File: src/rtl/bat_input.sv
`timescale 1ns/1ps
// ============================================================================
// bat_input
// ----------------------------------------------------------------------------
// Human input front end for one tennis bat. Two push-buttons and a quadrature
// paddle encoder are turned into a signed per-frame bat displacement and a
// human/autoplayer select flag. Both outputs are refreshed once per frame, on
// the rising edge of the game's active-low vsync, and held for the whole frame.
//
// Parameters
//   IDLE_FRAMES : idle frames before control reverts to the autoplayer (1..1023)
//   MAX_SPEED   : button speed ceiling in lines/frame (1..15)
//   ENC_GAIN    : left shift applied to the encoder count (0 or 1)
//
// Ports
//   glb_clk    in  : system clock
//   reset_n    in  : asynchronous active-low reset
//   vsync      in  : game vsync, active-low, asynchronous
//   btn_up     in  : up button, active-high, debounced, asynchronous
//   btn_down   in  : down button, active-high, debounced, asynchronous
//   enc_a      in  : encoder phase A, asynchronous
//   enc_b      in  : encoder phase B, asynchronous
//   move       out : signed displacement, positive moves the bat up
//   human      out : 1 when the bat is under human control
//   frame_tick out : one-cycle pulse per detected vsync rising edge
// ============================================================================
module bat_input #(
    parameter int IDLE_FRAMES = 500,
    parameter int MAX_SPEED   = 8,
    parameter int ENC_GAIN    = 1
) (
    input  logic              glb_clk,
    input  logic              reset_n,
    input  logic              vsync,
    input  logic              btn_up,
    input  logic              btn_down,
    input  logic              enc_a,
    input  logic              enc_b,
    output logic signed [8:0] move,
    output logic              human,
    output logic              frame_tick
);

    localparam logic [9:0] IDLE_LIMIT  = 10'(IDLE_FRAMES);
    localparam logic [3:0] SPEED_LIMIT = 4'(MAX_SPEED);

    // Synchroniser chain, bit order {vsync, btn_up, btn_down, enc_a, enc_b}
    logic [4:0]        meta_q, meta_d;
    logic [4:0]        sync_q, sync_d;

    logic              vsync_dly_q, vsync_dly_d;
    logic [1:0]        enc_prev_q, enc_prev_d;
    logic signed [7:0] enc_acc_q, enc_acc_d;
    logic              act_q, act_d;
    logic [3:0]        speed_q, speed_d;
    logic [9:0]        idle_cnt_q, idle_cnt_d;
    logic              human_q, human_d;
    logic signed [8:0] move_q, move_d;

    logic              vsync_s;
    logic              up_s;
    logic              down_s;
    logic [1:0]        enc_s;

    assign {vsync_s, up_s, down_s, enc_s} = sync_q;

    assign frame_tick = vsync_s & ~vsync_dly_q;
    assign move       = move_q;
    assign human      = human_q;

    // Quadrature step: map {A,B} onto its position in the Gray cycle
    // 00,01,11,10 so that the modulo-4 difference of two positions gives
    // +1 (forward), 3 (reverse) or 0/2 (no change / illegal jump).
    logic [1:0]        pos_new;
    logic [1:0]        pos_old;
    logic [1:0]        pos_diff;
    logic signed [8:0] step;

    always_comb begin
        pos_new  = {enc_s[1], enc_s[1] ^ enc_s[0]};
        pos_old  = {enc_prev_q[1], enc_prev_q[1] ^ enc_prev_q[0]};
        pos_diff = pos_new - pos_old;
        step     = 9'sd0;
        case (pos_diff)
            2'd1:    step = 9'sd1;
            2'd3:    step = -9'sd1;
            default: step = 9'sd0;
        endcase
    end

    // Frame accumulator. On a tick the old frame's count is consumed by the
    // sum below, so the accumulator restarts from zero but still absorbs a
    // step arriving in that same cycle.
    logic signed [8:0] acc_base;
    logic signed [8:0] acc_sum;
    logic signed [7:0] acc_next;

    always_comb begin
        acc_base = frame_tick ? 9'sd0 : {enc_acc_q[7], enc_acc_q};
        acc_sum  = acc_base + step;
        if (acc_sum > 9'sd127) begin
            acc_next = 8'sd127;
        end else if (acc_sum < -9'sd128) begin
            acc_next = -8'sd128;
        end else begin
            acc_next = acc_sum[7:0];
        end
    end

    // Per-frame move computation: button speed ramp, scaled encoder count,
    // 10-bit sum clamped to the symmetric 9-bit range.
    logic              one_btn;
    logic [3:0]        speed_next;
    logic signed [9:0] btn_mag;
    logic signed [9:0] btn_term;
    logic signed [9:0] acc_ext;
    logic signed [9:0] acc_scaled;
    logic signed [9:0] sum_raw;
    logic signed [8:0] sum_clamped;
    logic              activity;
    logic [10:0]       idle_inc;

    always_comb begin
        one_btn = up_s ^ down_s;
        if (!one_btn) begin
            speed_next = 4'd0;
        end else if (speed_q >= SPEED_LIMIT) begin
            speed_next = SPEED_LIMIT;
        end else begin
            speed_next = speed_q + 4'd1;
        end

        btn_mag = signed'({6'd0, speed_next});
        if (up_s && !down_s) begin
            btn_term = btn_mag;
        end else if (down_s && !up_s) begin
            btn_term = -btn_mag;
        end else begin
            btn_term = 10'sd0;
        end

        acc_ext    = {{2{enc_acc_q[7]}}, enc_acc_q};
        acc_scaled = acc_ext <<< ENC_GAIN;
        sum_raw    = acc_scaled + btn_term;
        if (sum_raw > 10'sd255) begin
            sum_clamped = 9'sd255;
        end else if (sum_raw < -10'sd255) begin
            sum_clamped = -9'sd255;
        end else begin
            sum_clamped = sum_raw[8:0];
        end

        activity = act_q | one_btn | (btn_term != 10'sd0);
        idle_inc = {1'b0, idle_cnt_q} + 11'd1;
    end

    // Next-state for everything that only moves on a frame tick. Activity in
    // the expiring frame is tested first so it always keeps human control.
    always_comb begin
        meta_d      = {vsync, btn_up, btn_down, enc_a, enc_b};
        sync_d      = meta_q;
        vsync_dly_d = vsync_s;
        enc_prev_d  = enc_s;
        enc_acc_d   = acc_next;
        act_d       = act_q | (step != 9'sd0);
        speed_d     = speed_q;
        idle_cnt_d  = idle_cnt_q;
        human_d     = human_q;
        move_d      = move_q;

        if (frame_tick) begin
            act_d   = (step != 9'sd0);
            speed_d = speed_next;
            if (activity) begin
                idle_cnt_d = 10'd0;
                human_d    = 1'b1;
            end else begin
                if (idle_inc >= {1'b0, IDLE_LIMIT}) begin
                    idle_cnt_d = IDLE_LIMIT;
                    human_d    = 1'b0;
                end else begin
                    idle_cnt_d = idle_inc[9:0];
                end
            end
            move_d = human_d ? sum_clamped : 9'sd0;
        end
    end

    // State registers. Reset discards any partial frame and loads the idle
    // counter as already expired, so the bat starts under autoplayer control.
    always_ff @(posedge glb_clk or negedge reset_n) begin
        if (!reset_n) begin
            meta_q      <= 5'd0;
            sync_q      <= 5'd0;
            vsync_dly_q <= 1'b0;
            enc_prev_q  <= 2'd0;
            enc_acc_q   <= 8'sd0;
            act_q       <= 1'b0;
            speed_q     <= 4'd0;
            idle_cnt_q  <= IDLE_LIMIT;
            human_q     <= 1'b0;
            move_q      <= 9'sd0;
        end else begin
            meta_q      <= meta_d;
            sync_q      <= sync_d;
            vsync_dly_q <= vsync_dly_d;
            enc_prev_q  <= enc_prev_d;
            enc_acc_q   <= enc_acc_d;
            act_q       <= act_d;
            speed_q     <= speed_d;
            idle_cnt_q  <= idle_cnt_d;
            human_q     <= human_d;
            move_q      <= move_d;
        end
    end

endmodule

File: config.mk
export PLATFORM = sky130hd
export DESIGN_NAME = bat_input
export DESIGN_NICKNAME = d
export VERILOG_FILES = /design/src/rtl/bat_input.sv
export SDC_FILE = /design/constraint.sdc
export NUM_CORES = 1
export LEC_CHECK = 0
export CORE_AREA = 4 4 77 79
export DETAILED_ROUTE_END_ITERATION = 8
export DIE_AREA = 0 0 81 83
export PLACE_DENSITY = 0.89
export SLEW_MARGIN = 15
export SYNTH_ARGS = -nofsm -noshare
export SYNTH_HDL_FRONTEND = slang
export SYNTH_SLANG_ARGS = --single-unit
File: constraint.sdc
create_clock -name glb_clk -period 5.3 [get_ports glb_clk]
set_input_delay 1.06 -clock glb_clk [delete_from_list [all_inputs] [get_ports glb_clk]]
set_output_delay 1.06 -clock glb_clk [all_outputs]
set_load 0.1 [all_outputs]
==> results of run 1 <==
[metrics by stage]
stage	setup slack (ns)	hold slack, ns
after global routing	0.793	0.370
final	1.09	0.354
after global placement	1.37	0.336
after detailed placement	1.15	0.336
after floorplan	1.44	0.331
after CTS	1.14	0.357
[cells in the mapped netlist (7+ instances only)]
library cell | instances | area, sq um
dfrtp_1 | 40 | 1000
a21oi_1 | 26 | 130
ha_1 | 24 | 300
nand2_1 | 22 | 82.6
inv_1 | 21 | 78.8
o21ai_0 | 21 | 105
nor2_1 | 17 | 63.8
and2_1 | 9 | 56.3
xnor2_1 | 9 | 78.8
nand3_1 | 8 | 40.0
nor3_1 | 8 | 40.0
a21o_1 | 7 | 52.6
xor2_1 | 7 | 61.3
[path summary, 6_finish.rpt]
path / start / end / slack (ns)
worst max-delay path: sync_q[2] / move[0] / 1.09
worst min register to register: meta_q[3] / sync_q[3] / 0.35
min in group asynchronous: reset_n / idle_cnt_q[3] / 0.93
worst max register to register: sync_q[2] / move[0] / 1.09
worst min-delay path: meta_q[3] / sync_q[3] / 0.35
max in group asynchronous: reset_n / move[3] / 3.76
[area by class of cell]
cell class                      instances  area, sq um  share of cell area (%)
Clock inverter                          2         12.5                   0.368
Inverter                               21         78.8                    2.32
Timing Repair Buffer                   19          180                    5.29
Clock buffer                            6         82.6                    2.43
Multi-Input combinational cell        245         1800                    52.9
Sequential cell                        46         1160                    34.0
Tap cell                               72         90.1                    2.65
[cell families after synthesis]
logic type	count (synthesis)
buf+inv	29
simple gates	102
compound gates	94
fa+ha+maj	30
xor+xnor	19
flops	46
[layout by cell type, fill, tap and decap left out, types with 7 or more instances in the layout]
cell              n
nand2_1          22
a21oi_1          26
ha_1             24
nor2_1           17
inv_1            21
nor3_1            8
a21o_1            7
xor2_1            7
xnor2_1           9
and2_1            9
o21ai_0          21
clkdlybuf4s50_1  16
nand3_1           8
dfrtp_1          40
[worst register-to-register path: cells and delay by family (launching register included)]
family / cells / cell delay, ns
AOI/OAI and AO/OA: 5 / 1.14
xor gates and xnor gates: 1 / 0.19
adders and majority gates: 3 / 1.05
buffers and inverters: 2 / 0.15
DFF: 1 / 0.37
and+or+nand+nor: 6 / 1.20
[per-layer routing]
layer | vias to the layer above | track usage (%)
li1 | 1204 | -
met1 | 1170 | 25.4
met2 | 55 | 31.9
met3 | 12 | 2.93
met4 | 0 | 4.76
met5 | - | 0
[state kept, by name, indices dropped and copies added (netlist names)]
name and cells:
human 1, sync_q 5, speed_q 4, vsync_dly_q 1
meta_q 5, move 9, act_q 1, enc_acc_q 8
enc_prev_q 2, idle_cnt_q 10
[power groups by stage]
stage / sequential (mW) / clock [mW] / combinational (mW)
finish: 0.486 / 0.223 / 0.971
global route: 0.497 / 0.242 / 1.06
CTS: 0.486 / 0.229 / 0.965
detailed placement: 0.491 / 0 / 0.963
global placement: 0.485 / 0 / 0.933
floorplan: 0.717 / 0 / 0.535
==> results.yml, run 1 <==
pwr:
  leakage_power_nw: 1.48
  power.sequential.fraction_pct: 28.9
  pwr-share-comb_pct: 57.8
  power_density_nw_per_um2: 493
  clock_power_share_pct: 13.3
  swShare_pct: 47.4
  vdd.ir_drop.worst_mv: 0.266
  p_switching_mw: 0.795
  p_total_mw: 1.68
  internal_power_mw: 0.884
yosys:
  largest_family_of_logic_cells_by_synthesized_area: "compound AO/OA/AOI/OAI gates"
  syn_area_per_cell_sq_um: 9.64
  synth-simple-area-share_pct: 18.7
  yosys_warnings: 0
  post_synth_inst_count: 320
  synth_cell_area_sq_um: 3080
  yosys.cell_types.count: 61
  synthAdderAreaFrac_pct: 12.3
  postSynthRegisterBits: 46
  synth_xor_area_share_pct: 6.49
  synth.area.mux_share_pct: 0
  post_synthesis_compound_gate_area_fraction_pct: 20.9
  number_of_flops_mapped_to_enable_cells_by_yosys: 0
  synth_fp_nets: 353
  synth-async-reset-ratio_pct: 100
  yosysSeqAreaShare_pct: 37.6
  synth-main-ff-cell: "dfrtp_1"
routing:
  detailedRoute.firstPassIterationCount: 4
  number_of_drc_markers_in_iteration_0: 84
  via_count: 2441
  post_drt_via_cell_ratio: 5.94
  met1_length_microns: 2670
  topRoutingLayerUsed: "met4"
  final_antenna_net_count: 0
  wl_met3_microns: 201
  post_drt_wl_per_cell_microns: 14.6
  route.final.wire_length_microns: 6000
  drc_errors: 0
  detailroute.wirelength.met2_microns: 3040
timing:
  rsz0062_at_grt: "false"
  period_minus_slack_ns: 4.21
  hold_viol: 0
  setup_viol: 0
  drv_slew: 0
  max_freq_ghz: 0.238
  setup-tns-final_ns: 0
  period_share_pct: 79.4
  tightest_slew_ns: 0.993
  finClkSkew_ns: 0.00456
  timing.max_slew.rel_slack_pct: 33.8
cts:
  cts_inserted_buffers: 5
  clk_pin_slew_ns: 0.09
  root_buffer: "clkbuf_8"
  cts_tree: "done"
  cts_num_sinks: 46
  worst_skew_pair.late_latency_ns: 0.30
  cts_max_path_buffers: 2
  post_cts_buffers: 0
  cts_resized: 0
  cts-htree-levels: 2
  hold_buffers: 0
critical_path:
  critPathMaxFanout: 7
  cp-end-kind: "register"
  setup.worst_path.class: "register to register"
  worst_ep_required_time_ns: 5.49
  worstPathBufferInverterCount: 2
  startpoint_type: "register"
  path_cells: "inv_1 > ha_1 > nor2_1 > nand2_1 > ha_1 > nor3_1 > a21oi_1 > o21ai_0 > inv_1 > fa_1 > nand2b_1 > a21oi_1 > o221a_4 > nor2_8 > xnor2_2 > or3b_1 > a32o_1"
  cp_slowest_cell: "fa_1"
  critical_path_arrival_ns: 4.40
  cpLargestDelayFamily: "simple AND/OR/NAND/NOR gates"
  max_stage_delay_ns: 0.43
  worstSetupPathDepth: 17
  reg2regPathDepth: 17
die:
  floorplan.initialDensity_pct: 57.8
  coreArea_sq_um: 5340
  die_y_microns: 83
  core.rowCount: 27
  ioPinCount: 18
  die-width_microns: 81
  die-area_sq_um: 6720
global_routing:
  first_global_vias: 2376
  global_route_wire_length_before_repair_microns: 10500
  grt_util_all_layers_pct: 19.0
  number_of_antenna_violations_at_the_first_check_in_global_routing: 0
  grt_max_degree: 47
  gr-total-overflow: 0
cells_and_area:
  fillCellCount: 450
  drive_above_1_share_pct: 10.6
  layout.cells.non_filler: 411
  final_design_area_no_fill_sq_um: 3400
  design.final.nets: 371
  fin_util_pct: 63.8
  area_growth_pct: 10.3
  antenna_cells_inserted: 0
place:
  place_congestion: 0.924
  post-dp-hpwl_microns: 4510
  placed_cell_area_sq_um: 3310
  placement.io_buffers: 17
  dp_cells: 403
run_status:
  outcome: "complete, no violations"
job:
  cap_viol_max_count: 0
hold_path:
  hold-path-cell-count: 0
  hold_path_class: "register to register"
No activity file was read; power rests on OpenSTA's default activity.
==> run 2: changes to the inputs <==
Clock period 5.3 ns to 4.2 ns, I/O delays scaled along.
==> results.yml, run 2 (synthesis gave the netlist of run 1 again) <==
timing:
  drv_slew: 0
  timing.max_slew.rel_slack_pct: 34.3
  tightest_slew_ns: 0.982
  period_minus_slack_ns: 3.98
  setup_viol: 0
  period_share_pct: 94.9
  finClkSkew_ns: 0.00672
  hold_viol: 0
  rsz0062_at_grt: "true"
  max_freq_ghz: 0.251
  final_critical_path_setup_slack_ns: 0.215
hold_path:
  holdPathEnd: "sync_q[2]"
  hold-path-cell-count: 0
  holdCritStartpoint: "meta_q[2]"
  hold_path_class: "register to register"
job:
  cap_viol_max_count: 0
place:
  place_congestion: 0.910
  placement.io_buffers: 17
  post-dp-hpwl_microns: 4700
  dp_slack_ns: 0.0592
cts:
  worst_skew_pair.late_latency_ns: 0.30
  hold_buffers: 0
  root_buffer: "clkbuf_8"
  clk_pin_slew_ns: 0.09
  cts_inserted_buffers: 5
  cts_tree: "done"
  cts_num_sinks: 46
  cts_max_path_buffers: 2
  cts-htree-levels: 2
critical_path:
  rr_startpoint: "sync_q[2]"
  critical_path.reg2reg.endpoint: "move[0]"
  startpoint_type: "register"
  cp-end-kind: "register"
  reg2regPathDepth: 16
  setup.worst_path.class: "register to register"
  r2r_slack_ns: 0.22
  worst_ep_required_time_ns: 4.39
  critical_path_arrival_ns: 4.18
  critPathMaxFanout: 7
routing:
  post_drt_via_cell_ratio: 5.99
  post_drt_wl_per_cell_microns: 15.4
  via_count: 2485
  final_antenna_net_count: 0
  detailedRoute.firstPassIterationCount: 4
  drc_errors: 0
  route.final.wire_length_microns: 6400
  number_of_drc_markers_in_iteration_0: 90
die:
  die-width_microns: 81
  coreArea_sq_um: 5340
  die_y_microns: 83
  floorplan.initialDensity_pct: 57.8
  ioPinCount: 18
  die-area_sq_um: 6720
  core.rowCount: 27
cells_and_area:
  antenna_cells_inserted: 0
  top_library_cells_by_usage_in_the_layout_fill_and_taps_aside: "dfrtp_1 (40), a21oi_1 (25), ha_1 (23)"
  largest_register: "idle_cnt_q"
  fin_util_pct: 65.1
  drive_above_1_share_pct: 13.4
  area_growth_pct: 12.7
  final_common_cell: "dfrtp_1"
  fillCellCount: 438
  design.final.nets: 375
  largest_register_ff_count: 10
pwr:
  vdd.ir_drop.worst_mv: 0.402
  power_density_nw_per_um2: 641
  leakage_power_nw: 1.51
  p_total_mw: 2.23
global_routing:
  global_route_wire_length_before_repair_microns: 10900
  gr-total-overflow: 0
  number_of_antenna_violations_at_the_first_check_in_global_routing: 0
  grt_max_degree: 47
  first_global_vias: 2477
  grt_util_all_layers_pct: 20.1
run_status:
  outcome: "complete, no violations"
==> run 2: layout make-up <==
cell class              instances  area (sq um)  area share (%)
clock buffers                   7          86.3            2.48
clock inverters                 1          30.0           0.864
inverters                      21          78.8            2.27
multi-input cells             245          1820            52.5
flip-flops and latches         46          1160            33.3
well taps                      72          90.1            2.59
repair buffers                 23           208            5.98
==> run 2: layer usage <==
layer / share of wire [%] / global-route usage (%)
met5: 0 / 0
met4: 2.9 / 8.14
met3: 5.3 / 4.34
met2: 50 / 34.7
met1: 41 / 23.7
==> run 2: worst max path at each step <==
stage | start | to | slack, ns | depth (start not counted)
global placement | sync_q[2] | move[0] | 0.27 | 16
finish | sync_q[2] | move[0] | 0.22 | 16
CTS | sync_q[2] | move[0] | 0.05 | 16
floorplan | vsync_dly_q | enc_acc_q[0] | 0.34 | 12
global route | sync_q[2] | move[0] | -0.006 | 16
detailed placement | sync_q[2] | move[0] | 0.06 | 16
==> run 2: report_power, final <==
part / internal [mW] / total (mW) / switching, mW / leakage [nW]
Combinational: 0.465 / 1.28 / 0.814 / 0.909
Clock: 0.194 / 0.341 / 0.147 / 0.0585
Sequential: 0.543 / 0.609 / 0.0662 / 0.547
Total: 1.20 / 2.23 / 1.03 / 1.51
==> run 2: metrics by stage <==
step / std cells / instance area, sq um / hold WS [ns] / TNS [ns]
2_1_floorplan: 320 / 3080 / 0.331 / 0
5_1_grt: 415 / 3480 / 0.357 / -0.00889
6_report: 415 / 3480 / 0.353 / 0
3_5_place_dp: 406 / 3330 / 0.335 / 0
3_3_place_gp: 406 / 3330 / 0.334 / 0
4_1_cts: 415 / 3460 / 0.355 / 0
==> run 2: critical path, stage by stage (launching register included) <==
cell	delay, ns
dfrtp_1	0.39
inv_1	0.06
ha_2	0.31
or3_1	0.36
ha_1	0.27
nor3_2	0.21
a21oi_1	0.07
o21ai_1	0.18
inv_1	0.08
fa_1	0.42
nand2b_1	0.20
a21oi_2	0.20
nor4_1	0.09
nor3_2	0.28
o31ai_2	0.13
or3b_1	0.38
a32o_1	0.25
==> run 2: repair_timing <==
action                                  4_1_cts  5_1_grt
resized for setup                             1        6
pin swaps                                     1        0
endpoints found under the setup margin        1        8
setup buffers                                 1        0
